==> src/rtl/spi_reg_ctrl.sv <==
// rtl/spi_reg_ctrl.sv - SPI byte command controller driving a 128-entry register bus
//
// Purpose:
//   Splits each CS-framed SPI transaction into a command byte and data bytes.
//   Command bit7=1 starts an auto-incrementing write burst, bit7=0 a read burst.
//   Read data, or a status byte on return to idle, is handed to the SPI
//   peripheral through o_TX_DV / o_TX_Byte.
//
// Ports:
//   i_Clk, i_Rst_L              fabric clock, asynchronous active-low reset
//   i_SPI_CS_n                  raw chip select (asynchronous, active low)
//   i_RX_DV, i_RX_Byte          received byte strobe and data
//   o_TX_DV, o_TX_Byte          load strobe and byte for the peripheral
//   o_Reg_Addr                  register address (held between strobes)
//   o_Reg_Wr_En, o_Reg_Wr_Data  write strobe and data
//   o_Reg_Rd_En, i_Reg_Rd_Data  read strobe, data valid RD_LATENCY cycles later
//   o_Busy                      frame active
//   o_Frame_Done                one-cycle pulse at frame end
//   o_Frame_Len                 saturating byte count of last/current frame
//   o_Overrun                   sticky: byte arrived while a read was in flight

`timescale 1ns/1ps

module spi_reg_ctrl #(
  parameter int          RD_LATENCY  = 1,
  parameter logic [7:0]  STATUS_BYTE = 8'hA4
) (
  input  logic       i_Clk,
  input  logic       i_Rst_L,
  input  logic       i_SPI_CS_n,
  input  logic       i_RX_DV,
  input  logic [7:0] i_RX_Byte,
  output logic       o_TX_DV,
  output logic [7:0] o_TX_Byte,
  output logic [6:0] o_Reg_Addr,
  output logic       o_Reg_Wr_En,
  output logic [7:0] o_Reg_Wr_Data,
  output logic       o_Reg_Rd_En,
  input  logic [7:0] i_Reg_Rd_Data,
  output logic       o_Busy,
  output logic       o_Frame_Done,
  output logic [7:0] o_Frame_Len,
  output logic       o_Overrun
);

  typedef enum logic [2:0] {
    ST_IDLE,
    ST_CMD,
    ST_WR,
    ST_RD_ISSUE,
    ST_RD_WAIT,
    ST_RD_HOLD
  } state_t;

  localparam logic [2:0] LAT = 3'(RD_LATENCY);

  state_t     state_q, state_d;
  logic       cs_meta_q, cs_meta_d;
  logic       cs_sync_q, cs_sync_d;
  logic       cs_prev_q, cs_prev_d;
  logic [1:0] sync_vld_q, sync_vld_d;
  logic       status_init_q, status_init_d;
  logic [6:0] addr_q, addr_d;
  logic [6:0] reg_addr_q, reg_addr_d;
  logic       wr_en_q, wr_en_d;
  logic [7:0] wr_data_q, wr_data_d;
  logic       rd_en_q, rd_en_d;
  logic       tx_dv_q, tx_dv_d;
  logic [7:0] tx_byte_q, tx_byte_d;
  logic       frame_done_q, frame_done_d;
  logic [7:0] frame_len_q, frame_len_d;
  logic       overrun_q, overrun_d;
  logic [2:0] rd_cnt_q, rd_cnt_d;

  logic       cs_fall;
  logic       cs_rise;

  // cs_prev only tracks the synchronized CS once the synchronizer holds a real
  // sample. Until then it reads 0, so a CS already low at reset release never
  // looks like a falling edge; CS must be seen high first.
  assign cs_fall = cs_prev_q & ~cs_sync_q;
  assign cs_rise = sync_vld_q[1] & ~cs_prev_q & cs_sync_q;

  always_comb begin
    state_d       = state_q;
    cs_meta_d     = i_SPI_CS_n;
    cs_sync_d     = cs_meta_q;
    cs_prev_d     = cs_sync_q & sync_vld_q[1];
    sync_vld_d    = {sync_vld_q[0], 1'b1};
    status_init_d = 1'b0;
    addr_d        = addr_q;
    reg_addr_d    = reg_addr_q;
    wr_en_d       = 1'b0;
    wr_data_d     = wr_data_q;
    rd_en_d       = 1'b0;
    tx_dv_d       = 1'b0;
    tx_byte_d     = tx_byte_q;
    frame_done_d  = 1'b0;
    frame_len_d   = frame_len_q;
    overrun_d     = overrun_q;
    rd_cnt_d      = rd_cnt_q;

    if (i_RX_DV && (state_q != ST_IDLE) && (frame_len_q != 8'hFF)) begin
      frame_len_d = frame_len_q + 8'd1;
    end

    case (state_q)
      ST_IDLE: begin
        if (cs_fall) begin
          state_d     = ST_CMD;
          frame_len_d = 8'd0;
          overrun_d   = 1'b0;
        end
      end
      ST_CMD: begin
        if (i_RX_DV) begin
          addr_d  = i_RX_Byte[6:0];
          state_d = i_RX_Byte[7] ? ST_WR : ST_RD_ISSUE;
        end
      end
      ST_WR: begin
        if (i_RX_DV) begin
          wr_en_d    = 1'b1;
          wr_data_d  = i_RX_Byte;
          reg_addr_d = addr_q;
          addr_d     = addr_q + 7'd1;
        end
      end
      ST_RD_ISSUE: begin
        rd_en_d    = 1'b1;
        reg_addr_d = addr_q;
        rd_cnt_d   = 3'd0;
        state_d    = ST_RD_WAIT;
      end
      ST_RD_WAIT: begin
        // Counter is 0 in the cycle the read strobe is on the bus, so the
        // data is sampled exactly LAT cycles after the strobe.
        if (i_RX_DV) begin
          overrun_d = 1'b1;
        end
        if (rd_cnt_q == LAT) begin
          tx_dv_d   = 1'b1;
          tx_byte_d = i_Reg_Rd_Data;
          state_d   = ST_RD_HOLD;
        end else begin
          rd_cnt_d = rd_cnt_q + 3'd1;
        end
      end
      ST_RD_HOLD: begin
        if (i_RX_DV) begin
          addr_d  = addr_q + 7'd1;
          state_d = ST_RD_ISSUE;
        end
      end
      default: begin
        state_d = ST_IDLE;
      end
    endcase

    // Frame end wins over everything: no new strobes or read-data loads are
    // started, and the bus outputs keep their previous values.
    if (cs_rise && (state_q != ST_IDLE)) begin
      state_d      = ST_IDLE;
      frame_done_d = 1'b1;
      wr_en_d      = 1'b0;
      rd_en_d      = 1'b0;
      tx_dv_d      = 1'b0;
      wr_data_d    = wr_data_q;
      reg_addr_d   = reg_addr_q;
      tx_byte_d    = tx_byte_q;
    end

    // Status load on every IDLE entry, including the first cycle out of reset.
    if (status_init_q || ((state_d == ST_IDLE) && (state_q != ST_IDLE))) begin
      tx_dv_d   = 1'b1;
      tx_byte_d = {STATUS_BYTE[7:1], overrun_d};
    end
  end

  always_ff @(posedge i_Clk or negedge i_Rst_L) begin
    if (!i_Rst_L) begin
      state_q       <= ST_IDLE;
      cs_meta_q     <= 1'b1;
      cs_sync_q     <= 1'b1;
      cs_prev_q     <= 1'b0;
      sync_vld_q    <= 2'b00;
      status_init_q <= 1'b1;
      addr_q        <= 7'd0;
      reg_addr_q    <= 7'd0;
      wr_en_q       <= 1'b0;
      wr_data_q     <= 8'd0;
      rd_en_q       <= 1'b0;
      tx_dv_q       <= 1'b0;
      tx_byte_q     <= 8'd0;
      frame_done_q  <= 1'b0;
      frame_len_q   <= 8'd0;
      overrun_q     <= 1'b0;
      rd_cnt_q      <= 3'd0;
    end else begin
      state_q       <= state_d;
      cs_meta_q     <= cs_meta_d;
      cs_sync_q     <= cs_sync_d;
      cs_prev_q     <= cs_prev_d;
      sync_vld_q    <= sync_vld_d;
      status_init_q <= status_init_d;
      addr_q        <= addr_d;
      reg_addr_q    <= reg_addr_d;
      wr_en_q       <= wr_en_d;
      wr_data_q     <= wr_data_d;
      rd_en_q       <= rd_en_d;
      tx_dv_q       <= tx_dv_d;
      tx_byte_q     <= tx_byte_d;
      frame_done_q  <= frame_done_d;
      frame_len_q   <= frame_len_d;
      overrun_q     <= overrun_d;
      rd_cnt_q      <= rd_cnt_d;
    end
  end

  assign o_TX_DV       = tx_dv_q;
  assign o_TX_Byte     = tx_byte_q;
  assign o_Reg_Addr    = reg_addr_q;
  assign o_Reg_Wr_En   = wr_en_q;
  assign o_Reg_Wr_Data = wr_data_q;
  assign o_Reg_Rd_En   = rd_en_q;
  assign o_Busy        = (state_q != ST_IDLE);
  assign o_Frame_Done  = frame_done_q;
  assign o_Frame_Len   = frame_len_q;
  assign o_Overrun     = overrun_q;

endmodule
==> config.mk <==
export PLATFORM = sky130hd
export DESIGN_NAME = spi_reg_ctrl
export DESIGN_NICKNAME = d
export VERILOG_FILES = /design/src/rtl/spi_reg_ctrl.sv
export SDC_FILE = /design/constraint.sdc
export NUM_CORES = 1
export LEC_CHECK = 0
export CELL_PAD_IN_SITES_DETAIL_PLACEMENT = 1
export CELL_PAD_IN_SITES_GLOBAL_PLACEMENT = 1
export CORE_AREA = 2 2 79 81
export DETAILED_ROUTE_END_ITERATION = 16
export DIE_AREA = 0 0 81 83
export DONT_BUFFER_PORTS = 1
export HOLD_SLACK_MARGIN = 0.08
export PLACE_DENSITY_LB_ADDON = 0.1
export SYNTH_ARGS = -nofsm -noshare
export SYNTH_HDL_FRONTEND = slang
export SYNTH_SLANG_ARGS = --single-unit
==> constraint.sdc <==
create_clock -name i_Clk -period 2 [get_ports i_Clk]
set_input_delay 0.5 -clock i_Clk [delete_from_list [all_inputs] [get_ports i_Clk]]
set_output_delay 0.5 -clock i_Clk [all_outputs]
set_load 0.02 [all_outputs]
# After elaboration in Yosys (flattened, before gate mapping)
# Index checks and enable logic that the tools add are counted.
dict set report totals {
  out_inout_bits 37
  in_bits 20
  reg_bits 55
}
dict set report op_classes {
  eq_ne 12
  n_reduce_logical 19
  add_sub_neg 3
  n_bitwise 7
  n_mux 34
}
# cell count
set op_table {}
lappend op_table {{2-to-1 mux 8 bit} 7}
lappend op_table {{one-hot mux 7 bit (2 select lines)} 2}
lappend op_table {{2-to-1 mux 7 bit} 3}
lappend op_table {{2-to-1 mux 3 bit} 6}
lappend op_table {{one-hot mux 3 bit (6 select lines)} 1}
lappend op_table {{2-to-1 mux 1 bit} 13}
lappend op_table {{AND reduction 3 bit} 4}
lappend op_table {{nonzero test 2 bit} 5}
lappend op_table {{adder 8 x 1 -> 8 bit, second input constant} 1}
lappend op_table {{!= test 8 bit, second input constant} 1}
lappend op_table {{adder 7 x 1 -> 7 bit, second input constant} 1}
lappend op_table {{== test 3 x 1 -> 1 bit, second input constant} 2}
lappend op_table {{== test 3 x 2 -> 1 bit, second input constant} 2}
lappend op_table {{== test 3 bit, second input constant} 2}
lappend op_table {{zero test 3 bit} 2}
lappend op_table {{!= test 2 bit, second input constant} 3}
lappend op_table {{one-hot mux 3 bit (2 select lines)} 1}
lappend op_table {{bitwise AND 1 bit} 4}
lappend op_table {{logical AND 1 bit} 4}
lappend op_table {{!= test 2 x 1 -> 1 bit, second input constant} 2}
lappend op_table {{adder 3 x 1 -> 3 bit, second input constant} 1}
lappend op_table {{NOT 1 bit} 3}
lappend op_table {{nonzero test 3 bit} 1}
lappend op_table {{one-hot mux 1 bit (2 select lines)} 1}
lappend op_table {{other kinds (3)} 3}

# Logic depth before layout (Yosys ltp)
# Gate-level depths: netlist of the first run.
dict set report depth {
  depth_word 10
  ltp_mapped 6
}

# Worst setup path before layout of the first run
# Ideal clock, no wire load.
dict set report synth_timing {
  path_kind {register to register}
  start {register rd_cnt_q[1]}
  end {register tx_byte_q[0] (netlist: o_TX_Byte[0])}
  t_arrival_ps 1636
  stages_incl_launch_ff 7
  slack_ps 239
  cell_sequence {dfrtp_1 -> inv_1 -> ha_1 -> nor2b_1 -> nand3_4 -> mux2_4 -> mux2_4}
}
dict set report synth_between {
  elab_chain_len 9
  word_cells_on_any_way 12
}
# element line
set synth_lines {}
lappend synth_lines {{from (decl)} 73} ;# logic [2:0] rd_cnt_q, rd_cnt_d;
lappend synth_lines {{from (signal assigned)} 216} ;# rd_cnt_q <= rd_cnt_d;
lappend synth_lines {{== test 3 x 1 -> 1 bit *} 141} ;# if (rd_cnt_q == LAT) begin
lappend synth_lines {{2-to-1 mux 3 bit} 141}
lappend synth_lines {{one-hot mux 3 bit (6 select lines)} 107} ;# case (state_q)
lappend synth_lines {{2-to-1 mux 3 bit} 162} ;# if (cs_rise && (state_q != ST_IDLE)) begin
lappend synth_lines {{zero test 3 bit} 174} ;# if (status_init_q || ((state_d == ST_IDLE) && (state_q != ST_IDLE))) begin
lappend synth_lines {{logical AND 1 bit} 174}
lappend synth_lines {{logical OR 1 bit} 174}
lappend synth_lines {{!= test 2 x 1 -> 1 bit (no line) / nonzero test 2 bit (equally long branches)} --}
lappend synth_lines {{AND reduction 3 bit (no line)} --}
lappend synth_lines {{to (signal assigned)} 212} ;# tx_byte_q <= tx_byte_d;
lappend synth_lines {{to (decl)} 69} ;# logic [7:0] tx_byte_q, tx_byte_d;
# Every way passes the cells marked *; elsewhere a longest branch is shown, timed or not.
# A chain may end at the register's enable or synchronous reset.

# Worst setup path in the final report of the first run
dict set report layout_timing {
  start {register state_q[1]}
  end {output port o_Busy}
}
dict set report layout_between {
  elab_chain_len 1
}
# element line
set layout_lines {}
lappend layout_lines {{from (decl)} 57} ;# state_t state_q, state_d;
lappend layout_lines {{from (signal assigned)} 200} ;# state_q <= state_d;
lappend layout_lines {{nonzero test 3 bit} 226} ;# assign o_Busy = (state_q != ST_IDLE);
lappend layout_lines {{to (decl)} 40} ;# output logic o_Busy,
# No other way between the ends.

==> results.yml, run 1 <==
place:
  place_inst: 296
  gp_congestion: 0.733
  portBuffers: 0
  dpl.hpwl_um: 4060
synthesis:
  yosysTopAreaCellShare_pct: 51.3
  ys_types: 44
  ys_top_cells_by_area: "dfrtp_1, mux2_2, mux2i_1"
  synth-seq-cells: 55
  synth_edf_count: 0
  yosysSeqAreaShare_pct: 54.4
  yosysWarnings: 0
  synth_nets: 241
  syn_inst: 217
  async_flop_share_pct: 100
  ys.flop_type: "dfrtp_1"
  synth.avg_cell_area_sq_um: 11.7
  syn_area_sq_mm: 0.00253
  yosys.area.top_type: "dfrtp_1"
clock_network:
  cts_tree: "done"
  cts_max_level: 2
  cts_root_buf: "clkbuf_8"
  clk_latency_ns: 0.31
  cts.sinks: 55
  cts.reportedPaths.clkPinSlew_ns: 0.10
  cts_made_buffers: 5
  cts_buffer_depth: 2
layout:
  final_common_cell: "dfrtp_1"
  fin_cells: 306
  layout_common_cells: "dfrtp_1, nor2_1, nand2_1"
  n_antenna_cell: 0
  fin_nets: 254
  drive_above_1_share_pct: 20.8
  area_growth_pct: 10.2
  fin_util_pct: 48.0
timing:
  period_share_pct: 93.6
  worstMarginPinSlew_ns: 0.688
  setup_viol: 0
  slew_headroom_pct: 54.1
  grt_setup_unrepaired: "false"
  final_max_slew_viol_count: 0
  fin_worst_skew_ns: 0.00381
  setup_tns_ns: 0
  max_freq_ghz: 0.534
  post-route-min-period_ns: 1.87
  finalHoldViolations: 0
worst_setup_path:
  slowest_stage: "dfrtp_1"
  critPathLaunchType: "flip-flop"
  arrival_ns: 1.37
  cp_data_required_time_ns: 1.50
  worst-setup-path-type: "reg2out"
  cpPeakStageDelay_ns: 0.49
  crit_path_max_fanout: 9
  cp_cell_sequence: "buf_4 -> nor3_2 -> inv_2"
  end_kind: "output port"
grt:
  grt_pass1_wl_um: 9160
  grt.total_usage_pct: 17.4
  gr-total-overflow: 0
  first_global_vias: 1772
  grt_max_degree: 56
  antenna_found_initial: 0
routing:
  route.detailed.drc: 0
  vias: 1695
  drtIter0Drc: 106
  drtPass1Iterations: 4
  wire_per_inst_um: 17.9
  drt_wl_total_um: 5490
  vias_per_cell: 5.54
  detail-route-antenna-nets: 0
pwr:
  p_leak_uw: 0.00132
  ir_worst_vdd_v: 0.000591
  p_per_area_mw_per_mm2: 1340
  finalPower_uw: 3750
floorplanning:
  num_io_pins: 57
  die_area_sq_mm: 0.00672
  die_x_um: 81
  num_rows: 28
  start_util_pct: 43.6
  chipHeight_um: 83
  coreArea_sq_mm: 0.00582
job:
  cap_violations: 0
status:
  status: "complete, no violations"
hold_path:
  hold_class: "in2reg"
final timing paths:
| kind | from | to | slack [ns] | cells after the start |
|---|---|---|---|---|
| max | state_q[1] | o_Busy | 0.13 | 3 |
| min | i_SPI_CS_n | cs_meta_q | 0.17 | 0 |
| max reg2reg | rd_cnt_q[1] | o_TX_Byte[0] | 0.17 | 6 |
| min reg2reg | sync_vld_q[0] | sync_vld_q[1] | 0.36 | 0 |
| max in group asynchronous | i_Rst_L | status_init_q | 1.00 | 2 |
| min in group asynchronous | i_Rst_L | o_Reg_Wr_Data[1] | 0.71 | 2 |
cells by family (layout without fill, tap and decap cells):
| logic type | after synthesis | in the layout | synth area share [%] |
|---|---|---|---|
| buffers and inverters | 12 | 26 | 2.52 |
| flip-flops | 55 | 55 | 54.4 |
| XOR/XNOR | 2 | 2 | 0.691 |
| AND/OR/NAND/NOR | 71 | 71 | 15.9 |
| AO/OA/AOI/OAI | 40 | 40 | 10.8 |
| adder cells (fa/ha/maj) | 4 | 4 | 1.97 |
| multiplexers | 31 | 31 | 13.4 |
| other | 2 | 2 | 0.296 |
routing by layer:
layer / up-vias / share of wire [%] / global-route usage [%]
li1: 794 / - / -
met2: 38 / 50 / 27.4
met3: 4 / 4.7 / 4.78
met1: 859 / 45 / 24.0
met4: 0 / 0.62 / 3.70
met5: - / 0 / 0
through the flow:
stage	setup slack (ns)	hold WS, ns	area (sq um)
2_1_floorplan	0.239	0.204	2530
3_3_place_gp	0.199	0.206	2660
3_5_place_dp	0.179	0.206	2660
4_1_cts	0.117	0.165	2790
5_1_grt	0.0346	0.149	2790
6_report	0.127	0.175	2790
cell type report:
class                   count  area (sq um)
fillers                   642          3020
flip-flops and latches     55          1380
multi-input cells         150          1090
repair buffers             12           113
well taps                  75          93.8
clock buffers               5          68.8
clock inverters             3          25.0
inverters                   6          22.5
critical path: cells and delay by family (launching register included):
| family | cells | cell delay, ns |
|---|---|---|
| buf+inv | 2 | 0.34 |
| simple gates | 1 | 0.24 |
| flops | 1 | 0.49 |
sequential cells by signal, indices dropped and copies added, names as in the netlist, 2 cells and up:
signal and flops:
addr_q 7, o_Frame_Len 8, o_Reg_Addr 7, o_Reg_Wr_Data 8, o_TX_Byte 8, rd_cnt_q 3, state_q 3, sync_vld_q 2
where the power goes:
part	switching, uW	leakage, uW	total (uW)	internal [uW]
registers	561	0.000682	1990	1430
logic	600	0.000591	1120	525
clock network	384	0.0000443	636	251
synthesized netlist by cell type (2+ instances only):
cell,number
o21bai_1,2
nor3_2,2
nand2b_1,2
nand3b_1,3
conb_1,2
o21ai_0,7
nand2_1,17
ha_1,4
xor2_1,2
nand3_1,6
o21ai_1,2
buf_2,3
nor3b_2,2
o31ai_1,5
buf_6,2
dfstp_2,3
nor2_1,19
mux2_2,15
a21oi_1,5
o2bb2ai_1,5
and3_1,5
o211ai_1,6
nand4_1,2
nor2b_1,5
mux2i_1,14
inv_1,5
nor3_1,2
a22oi_1,2
dfrtp_1,52
mux2_4,2
repair_timing:
action	CTS	global route
hold buffers	2	0
resized for setup	0	0
endpoints found under the hold margin	55	0
setup buffers	0	0
No activity file was read; power rests on OpenSTA's default activity.
==> run 2: changes to the inputs <==
--- a/config.mk
+++ b/config.mk
@@ -5,14 +5,16 @@
 export SDC_FILE = /design/constraint.sdc
 export NUM_CORES = 1
 export LEC_CHECK = 0
+export ABC_CLOCK_PERIOD_IN_PS = 2000
 export CELL_PAD_IN_SITES_DETAIL_PLACEMENT = 1
 export CELL_PAD_IN_SITES_GLOBAL_PLACEMENT = 1
-export CORE_AREA = 2 2 79 81
+export CORE_AREA = 2 2 102 104
 export DETAILED_ROUTE_END_ITERATION = 16
-export DIE_AREA = 0 0 81 83
+export DIE_AREA = 0 0 104 106
 export DONT_BUFFER_PORTS = 1
 export HOLD_SLACK_MARGIN = 0.08
 export PLACE_DENSITY_LB_ADDON = 0.1
+export SETUP_SLACK_MARGIN = 0.5
 export SYNTH_ARGS = -nofsm -noshare
 export SYNTH_HDL_FRONTEND = slang
 export SYNTH_SLANG_ARGS = --single-unit
==> run 2 against run 1 <==
Effect of this change:
- combinational power increased by 46%
- sequential power about the same
- sequential share of layout area decreased by 6.9 points
- first-iteration DRC count decreased by 42%
- register-to-register slack improved by 0.18 ns
- the run now ends with negative hold slack left
- non-clock buffer count increased by 23
- routed wire length increased by 23%
- clock-buffer cell count unchanged
- largest power group unchanged
- highest routed layer unchanged
- final cell count increased by 28%
- global-route usage decreased by 5.2 points
- die area increased by 64%
==> results.yml, run 2 (synthesized netlist as in run 1, its figures left out) <==
status:
  status: "complete, but fails checks"
  violations: "negative hold slack"
grt:
  grt_pass1_wl_um: 10500
  grt.total_usage_pct: 12.2
  gr-total-overflow: 0
  antenna_found_initial: 0
  first_global_vias: 1949
  grt_max_degree: 56
worst_setup_path:
  cp_data_required_time_ns: 1.50
  crit_path_max_fanout: 3
  arrival_ns: 1.16
  critPathLaunchType: "flip-flop"
  end_kind: "output port"
  worst-setup-path-type: "reg2out"
timing:
  setup_tns_ns: 0
  finalHoldViolations: 52
  setup_viol: 0
  whs_ns: -0.151
  post-route-min-period_ns: 1.66
  period_share_pct: 83.1
  fin_worst_skew_ns: 0.00979
  max_freq_ghz: 0.601
  final_max_slew_viol_count: 0
  grt_setup_unrepaired: "true"
routing:
  detail-route-antenna-nets: 0
  wire_per_inst_um: 17.2
  drt_wl_total_um: 6730
  vias: 1800
  vias_per_cell: 4.60
  drtPass1Iterations: 4
  route.detailed.drc: 0
  drtIter0Drc: 62
pwr:
  p_leak_uw: 0.00150
  ir_worst_vdd_v: 0.000403
  p_per_area_mw_per_mm2: 1330
floorplanning:
  die_x_um: 104
  die_area_sq_mm: 0.0110
  coreArea_sq_mm: 0.0100
  num_rows: 37
  num_io_pins: 57
  chipHeight_um: 106
  start_util_pct: 25.4
clock_network:
  cts_made_buffers: 5
  cts.sinks: 55
  cts_root_buf: "clkbuf_8"
  cts_max_level: 2
  cts_buffer_depth: 2
  clk_latency_ns: 0.33
  cts.reportedPaths.clkPinSlew_ns: 0.11
  cts_tree: "done"
layout:
  fin_util_pct: 32.6
  area_growth_pct: 28.6
  layout_common_cells: "dfrtp_1, buf_4, nand2_1, nor2_1, mux2_4"
  regArea_sq_mm: 0.00139
  drive_above_1_share_pct: 37.3
  multi_input_area_sq_mm: 0.00129
  fin_nets: 278
  final_common_cell: "dfrtp_1"
  n_antenna_cell: 0
  final_design_area_no_fill_sq_mm: 0.00326
  fill_cells: 1134
place:
  portBuffers: 0
  dpl.hpwl_um: 4340
  gp_congestion: 0.661
  place_area_sq_mm: 0.00283
hold_path:
  hold_class: "in2async"
job:
  cap_violations: 0
## run 2: cell count changes in the layout (fill, tap and decap cells not counted), moves of 3 or more
cell and change:
buf_4 +18, buf_6 +5, nor2b_1 -3, dfrtp_1 -5
mux2_2 -12, mux2_4 +12, o21ai_0 -3, dfrtp_2 +5
## run 2: cell type report
class	instances	share of cell area, %
Sequential cell	55	42.5
Multi-Input combinational cell	151	39.5
Timing Repair Buffer	35	9.25
Tap cell	136	5.22
Clock buffer	5	2.11
Clock inverter	3	0.691
Inverter	6	0.691
## run 2: path summary, 6_finish.rpt
check | startpoint | endpoint | slack [ns] | cells after the start
max in group asynchronous | i_Rst_L | cs_sync_q | 1.95 | 0
hold reg to reg | sync_vld_q[0] | sync_vld_q[1] | 0.36 | 0
hold / removal | i_Rst_L | o_Frame_Len[2] | -0.15 | 0
min in group i_Clk | i_SPI_CS_n | cs_meta_q | 0.15 | 0
setup / recovery | state_q[1] | o_Busy | 0.34 | 3
setup reg to reg | state_q[2] | addr_q[0] | 0.35 | 6
## run 2: what timing repair did
action / 4_1_cts / 5_1_grt
endpoints found under the hold margin: 55 / 55
buffers inserted: 12 / 8
setup endpoints to repair: 42 / 45
resized for setup: 17 / 25
pin swaps: 5 / 12
cloned: 0 / 1
## run 2: worst max-delay path, stage by stage, from the launching register on
cell and delay (ns):
dfrtp_2 0.44, buf_6 0.13, nor3_4 0.15, inv_2 0.11
## run 2: power breakdown
part	switching, uW	internal (uW)	total [uW]	leakage [uW]
sequential	575	1440	2020	0.000675
combinational	741	897	1640	0.000773
clock	423	255	679	0.0000489
## run 2: metrics by stage
step	cells	total power (uW)	setup slack, ns
after floorplan	217	2900	0.381
after global placement	362	3240	0.212
after detailed placement	362	3260	0.195
after CTS	382	4170	0.316
after global routing	391	4640	0.268
final	391	4330	0.337
## run 2: per-layer routing
metal	GRT usage (%)	vias up	part of all wire, %
met5	0	-	0
met4	4.63	0	1.8
met3	3.19	5	3.7
met2	20.6	27	49
met1	15.0	918	45
li1	-	850	-
